$ cat src/rtl/alu_mult_seq.sv
// Sequential unsigned shift-and-add multiplier built around the shared ALU adder.
// One add per cycle for WIDTH cycles produces a 2*WIDTH-bit product, so the ALU
// gains a MUL operation without a second adder.
module alu_mult_seq #(
    parameter int WIDTH = 32
) (
    input  logic                 clk,
    input  logic                 reset,
    input  logic                 start,
    input  logic [WIDTH-1:0]     multiplicand,
    input  logic [WIDTH-1:0]     multiplier,
    output logic                 busy,
    output logic                 done,
    output logic [2*WIDTH-1:0]   product,
    output logic [WIDTH-1:0]     adder_inA,
    output logic [WIDTH-1:0]     adder_inB,
    output logic                 cin,
    input  logic [WIDTH-1:0]     sum,
    input  logic                 cout
);

    localparam int CW = $clog2(WIDTH) + 1;

    typedef enum logic [1:0] {
        IDLE,
        CALC,
        DONE
    } state_t;

    state_t           state;
    state_t           state_next;
    logic [WIDTH-1:0] p_hi;
    logic [WIDTH-1:0] p_lo;
    logic [WIDTH-1:0] m;
    logic [CW-1:0]    count;
    logic             last_iter;
    logic             accept;

    // A start is only honoured when no multiplication is in flight.
    assign accept    = start && ((state == IDLE) || (state == DONE));
    assign last_iter = (count == CW'(WIDTH - 1));

    // State register; reset abandons any partial result.
    always_ff @(posedge clk) begin
        if (reset) begin
            state <= IDLE;
        end else begin
            state <= state_next;
        end
    end

    // Next-state logic: DONE behaves like IDLE for a new start, giving back-to-back ops.
    always_comb begin
        state_next = state;
        case (state)
            IDLE:    state_next = start ? CALC : IDLE;
            CALC:    state_next = last_iter ? DONE : CALC;
            DONE:    state_next = start ? CALC : IDLE;
            default: state_next = IDLE;
        endcase
    end

    // Status outputs and adder drive; the adder sees zeros whenever we are not iterating.
    always_comb begin
        busy      = 1'b0;
        done      = 1'b0;
        adder_inA = '0;
        adder_inB = '0;
        cin       = 1'b0;
        case (state)
            CALC: begin
                busy      = 1'b1;
                adder_inA = p_hi;
                adder_inB = p_lo[0] ? m : '0;
            end
            DONE: begin
                done = 1'b1;
            end
            default: begin
                busy = 1'b0;
            end
        endcase
    end

    // Datapath: capture operands on start, then add-and-shift right once per cycle.
    // The adder carry-out lands in the top bit of P_hi so no product bit is lost.
    always_ff @(posedge clk) begin
        if (reset) begin
            p_hi    <= '0;
            p_lo    <= '0;
            m       <= '0;
            count   <= '0;
            product <= '0;
        end else if (accept) begin
            m     <= multiplicand;
            p_hi  <= '0;
            p_lo  <= multiplier;
            count <= '0;
        end else if (state == CALC) begin
            p_hi  <= {cout, sum[WIDTH-1:1]};
            p_lo  <= {sum[0], p_lo[WIDTH-1:1]};
            count <= count + 1'b1;
            if (last_iter) begin
                product <= {cout, sum, p_lo[WIDTH-1:1]};
            end
        end
    end

endmodule
$ cat config.mk
export PLATFORM = sky130hd
export DESIGN_NAME = alu_mult_seq
export DESIGN_NICKNAME = d
export VERILOG_FILES = /design/src/rtl/alu_mult_seq.sv
export SDC_FILE = /design/constraint.sdc
export NUM_CORES = 1
export LEC_CHECK = 0
export ABC_AREA = 1
export BUFFER_PORTS_ARGS = -buffer_cell sky130_fd_sc_hd__buf_2
export CORE_UTILIZATION = 29
export CTS_BUF_LIST = sky130_fd_sc_hd__clkbuf_2
export DETAILED_ROUTE_END_ITERATION = 7
export SYNTH_ARGS = -nofsm -noshare
export SYNTH_HDL_FRONTEND = slang
export SYNTH_SLANG_ARGS = --single-unit
export TNS_END_PERCENT = 10
$ cat constraint.sdc
create_clock -name clk -period 1.75 [get_ports clk]
set_input_delay 0.0875 -clock clk [delete_from_list [all_inputs] [get_ports clk]]
set_output_delay 0.0875 -clock clk [all_outputs]
set_load 0.005 [all_outputs]
==> results of run 1 <==
[power by group]
| part | internal, mW | total [mW] | switching (mW) | leakage, nW |
|---|---|---|---|---|
| registers | 4.03 | 4.12 | 0.0909 | 1.37 |
| logic | 0.665 | 1.47 | 0.810 | 3.40 |
| clock network | 1.09 | 2.48 | 1.39 | 0.173 |
| total | 5.79 | 8.08 | 2.29 | 4.94 |
[final cells by class]
class	instances	share of cell area (%)
Antenna cell	1	0.0238
Clock inverter	13	1.90
Timing Repair Buffer	371	26.2
Tap cell	324	3.85
Clock buffer	19	0.903
Inverter	102	3.72
Sequential cell	168	32.0
Multi-Input combinational cell	704	31.4
[cell usage after synthesis, drive strengths merged]
library cell / number / area (sq um)
o21ai: 130 / 651
nand2: 205 / 782
nand3b: 26 / 195
a21oi: 39 / 270
buf: 54 / 327
conb: 1 / 3.75
clkbuf: 20 / 75.1
ha: 1 / 12.5
dfxtp: 168 / 3360
inv: 102 / 383
nor2: 251 / 961
nand4: 1 / 12.5
nand3: 49 / 245
[stage by stage]
stage	area [sq um]	power, mW	utilization (%)	setup TNS (ps)
2_1_floorplan	7280	4.90	-	0
3_3_place_gp	8700	5.25	35.6	0
3_5_place_dp	8700	5.27	35.6	0
4_1_cts	10300	8.14	42.1	-9610
5_1_grt	10500	8.55	43.0	-13180
6_report	10500	8.08	43.0	-2280
[path summary, 6_finish.rpt]
path | startpoint | end | slack (ps) | depth (start not counted)
hold / removal | multiplicand[13] | m[13]$_SDFFE_PP0N_ | 130 | 4
setup / recovery | state[0]$_SDFF_PP0_ | adder_inB[17] | -80 | 4
hold reg to reg | p_hi[0]$_SDFFE_PP0P_ | p_hi[0]$_SDFFE_PP0P_ | 470 | 2
setup reg to reg | state[0]$_SDFF_PP0_ | count[1]$_SDFFE_PP0P_ | 120 | 6
[metal layers]
layer / wire [um] / track usage [%] / vias to the layer above
met2: 11500 / 32.1 / 211
li1: - / - / 3891
met5: 0 / 0 / -
met3: 993 / 3.18 / 30
met4: 442 / 6.41 / 0
met1: 11100 / 23.1 / 3481
[critical path: stages (launching register included)]
cell and delay, ps:
dfxtp_4 480, nand2_8 130, buf_16 190, nor2_1 110, buf_2 120
[repair_timing]
action                                  4_1_cts  5_1_grt
buffers inserted                              5        7
pin swaps                                     1        1
cloned                                        6        2
endpoints found under the setup margin       65       66
gates resized for setup                      39       34
hold buffers                                100        0
hold endpoints to repair                    152        0
[logic make-up after synthesis]
family | count (synthesis)
simple gates | 532
buf+inv | 176
compound gates | 169
flops | 168
fa+ha+maj | 1
other cells | 1
[state kept, by name, indices dropped and copies added, names as in the netlist]
signal,cells
count,6
product,64
p_hi,32
m,32
state,2
p_lo,32
[cells in the final DEF (no fill, tap or decap), types with 25 or more instances in the layout]
cell type / count
o21ai_0: 72
buf_2: 228
nand3b_1: 26
dfxtp_1: 165
buf_4: 25
nand3_1: 49
inv_1: 95
dlygate4sd3_1: 100
nand2_1: 199
nor2_2: 37
nor2_1: 207
o21ai_1: 58
==> impl_metrics.tcl, run 1 <==
set metrics [dict create \
    status "complete, but fails checks" \
    violations "negative setup slack" \
    placementRows 57 \
    syn-mean-instance-area_sq_um 6.95 \
    pwr_density_cell_nw_per_um2 767 \
    cp_max_fo 18 \
    hold_path.class "input pin to register" \
    ir_worst_vdd_uv 383 \
    initial_utilization_pct 29.8 \
    clk_latency_ps 720 \
    cts.htree.levels 4 \
    fillCellCount 2486 \
    synth-compound-area-share_pct 12.6 \
    ys_seq_area_share_pct 46.2 \
    dieArea_sq_um 25700 \
    die_h_um 160 \
    gr-total-overflow 0 \
    final-hold-violation-count 0 \
    synth_top_family_by_area "simple AND/OR/NAND/NOR gates" \
    wl_per_cell_um 14.1 \
    ys_types 22 \
    port_buffers 229 \
    ys_seq_elements 168 \
    postRouteWirelength_um 24000 \
    yosys.area_share.simple_pct 30.2 \
    cts_buffer_depth 2 \
    regArea_sq_um 3370 \
    synth_adder_area_share_pct 0.172 \
    p_leak_nw 4.94 \
    setup-violations-final 56 \
    antenna_found_initial 1 \
    cap_violations 0 \
    whs_ps 128 \
    grt_pass1_vias 7310 \
    min_period_ps 1830 \
    drive_above_1_share_pct 27.7 \
    ys.warnings.count 0 \
    end_kind "output pin" \
    core_sq_um 24500 \
    cts_tree "done" \
    synthMuxAreaShare_pct 0 \
    clkTransAtPathRegs_ps 250 \
    synth_cells 1047 \
    root_buffer "clkbuf_2" \
    multiInputGateArea_sq_um 3310 \
    ios 231 \
    ant_nets 0 \
    gp_congestion 0.799 \
    place_hpwl_um 13900 \
    critPathKind "register to output pin" \
    grt_use_total_pct 18.5 \
    fin_crit_sh_pct 105 \
    setup_slack_ps -83.2 \
    drc 0 \
    grt_max_degree 46 \
    drtIter0Drc 469 \
    drtPass1Iterations 5 \
    finalNonFillerCells 1702 \
    cp.arrival_ps 1750 \
    skew_ps 42.0 \
    syn-cell-area_sq_um 7280 \
    rsz0062_at_grt "true" \
    chipWidth_um 160 \
    critPathLaunchType "register" \
    grt_pass1_wl_um 37900 \
    nets 1465 \
    syn2layout_area_growth_pct 44.6 \
    via_per_inst 4.47 \
    synth_nets 1148 \
    slew_violations 0 \
    placed_cells 1549 \
    cts_buffers 17 \
    clock-sinks 168 \
    synth-xor-area-share_pct 0 \
    cp_data_required_time_ps 1660 \
    vias 7613 \
    place_ws_ps 266 \
    fmax_mhz 545 \
]
No activity file was read; power rests on OpenSTA's default activity.
==> run 2, diff against run 1 <==
==> constraint.sdc (replaced) <==
create_clock -name clk -period 2.02 [get_ports clk]
set_input_delay 0.101 -clock clk [delete_from_list [all_inputs] [get_ports clk]]
set_output_delay 0.101 -clock clk [all_outputs]
set_load 0.005 [all_outputs]
==> impl_metrics.tcl, run 2 (synthesized netlist as in run 1, its figures left out) <==
set metrics [dict create \
    crit_chain "nand2_8 > buf_12 > nor2_1 > buf_2" \
    fillCellCount 2524 \
    end_kind "output pin" \
    fin_util_pct 43.6 \
    chipWidth_um 160 \
    hold_depth 4 \
    drtPass1Iterations 6 \
    rsz0062_at_grt "true" \
    via_per_inst 4.50 \
    final_common_cell "nor2_1" \
    wl_per_cell_um 13.4 \
    hp-start "sum[3]" \
    fin_crit_sh_pct 96.0 \
    vias 7835 \
    cp-startpoint "state[0]$_SDFF_PP0_" \
    gr-total-overflow 0 \
    final-hold-violation-count 0 \
    initial_utilization_pct 29.8 \
    cap_violations 0 \
    grt_pass1_wl_um 36300 \
    grt_use_total_pct 17.4 \
    r2r_end "p_lo[5]$_SDFFE_PP0P_" \
    gp_congestion 0.797 \
    largest-register "product" \
    syn2layout_area_growth_pct 46.4 \
    slew_violations 0 \
    cp_max_fo 34 \
    pwr_density_cell_nw_per_um2 634 \
    skew_ps 46.0 \
    ant_nets 0 \
    clockPowerShare_pct 28.1 \
    dieArea_sq_um 25700 \
    seqPwrFrac_pct 52.9 \
    place_hpwl_um 13600 \
    ios 231 \
    drc 0 \
    finalNonFillerCells 1743 \
    p_int_mw 4.71 \
    total_power_mw 6.76 \
    clock-sinks 168 \
    core_sq_um 24500 \
    max_stage_delay_ps 470 \
    multiInputGateArea_sq_um 3170 \
    cp_slowest_cell "dfxtp_4" \
    min_to "product[34]$_SDFFE_PP0P_" \
    critPathKind "register to output pin" \
    p_leak_nw 4.97 \
    cts_tree "done" \
    clk_latency_ps 760 \
    cts_buffer_depth 2 \
    reg2reg_depth 10 \
    setup-violations-final 0 \
    hold_path.class "input pin to register" \
    fmax_mhz 516 \
    clkTransAtPathRegs_ps 240 \
    cts_buffers 17 \
    antenna_found_initial 1 \
    grt_max_degree 94 \
    nets 1506 \
    grt_pass1_vias 7334 \
    die_h_um 160 \
    min_period_ps 1940 \
    swShare_pct 30.3 \
    cp.arrival_ps 1840 \
    combPwrFrac_pct 19.0 \
    cts.htree.levels 4 \
    root_buffer "clkbuf_2" \
    final_cell_mix "nor2_1 (249), buf_2 (228), nand2_1 (199)" \
    placementRows 57 \
    drtIter0Drc 386 \
    status "complete, no violations" \
    postRouteWirelength_um 23400 \
    power.switching_mw 2.05 \
    ir_worst_vdd_uv 414 \
    regArea_sq_um 3370 \
    drive_above_1_share_pct 22.6 \
    cp_data_required_time_ps 1920 \
    reg2reg_from "state[0]$_SDFF_PP0_" \
    critPathLaunchType "register" \
    port_buffers 229 \
    placed_cells 1546 \
    reg2reg_slack_ps 100 \
    largest_reg_flops 64 \
]
-- run 2: power by group through the flow --
stage	clock network [mW]	registers [mW]	logic (mW)
4_1_cts	1.97	3.57	1.22
2_1_floorplan	0	3.62	0.633
3_3_place_gp	0	3.63	0.911
3_5_place_dp	0	3.63	0.918
6_report	1.90	3.58	1.28
5_1_grt	2.12	3.60	1.43
-- run 2: repair_timing --
action	CTS	global route
gates cloned	0	2
hold buffers	162	0
pin swaps	0	1
buffers inserted	0	0
resized for setup	2	20
hold endpoints to repair	168	0
setup endpoints to repair	64	79
-- run 2: per-stage QoR --
step | TNS, ps | hold WS [ps] | area [sq um] | worst slack (ps)
detailed placement | 0 | 338 | 8660 | 364
global placement | 0 | 333 | 8660 | 425
floorplan | 0 | 232 | 7280 | 672
CTS | -2890 | 58.4 | 10500 | -88.6
global route | -64.6 | 52.2 | 10700 | -20.2
finish | 0 | 132 | 10700 | 80.4
-- run 2: layer usage --
| layer | vias up | GRT usage [%] | routed length (um) |
|---|---|---|---|
| met4 | 0 | 7.84 | 700 |
| li1 | 3961 | - | - |
| met1 | 3616 | 21.1 | 10600 |
| met3 | 50 | 3.00 | 867 |
| met5 | - | 0 | 0 |
| met2 | 208 | 30.1 | 11200 |
-- run 2: cell type report --
class	count	share of cell area (%)
Multi-Input combinational cell	703	29.7
Sequential cell	168	31.6
Antenna cell	1	0.0235
Timing Repair Buffer	413	29.0
Clock inverter	13	1.36
Tap cell	324	3.80
Clock buffer	19	0.892
Inverter	102	3.63
-- run 2: how the worst max path moves through the flow --
stage / endpoint / slack, ps / depth (start not counted)
after CTS: adder_inA[5] / -90 / 5
final: adder_inB[12] / 80 / 4
after detailed placement: product[9]$_SDFFE_PP0P_ / 360 / 7
after global placement: product[22]$_SDFFE_PP0P_ / 430 / 7
after global routing: adder_inB[24] / -20 / 5
after floorplan: product[0]$_SDFFE_PP0P_ / 670 / 7
-- run 2: worst max-delay path, delay by kind of cell, from the launching register on --
kind          cells  cell delay [ps]
buf+inv           2              330
flops             1              470
simple gates      2              290
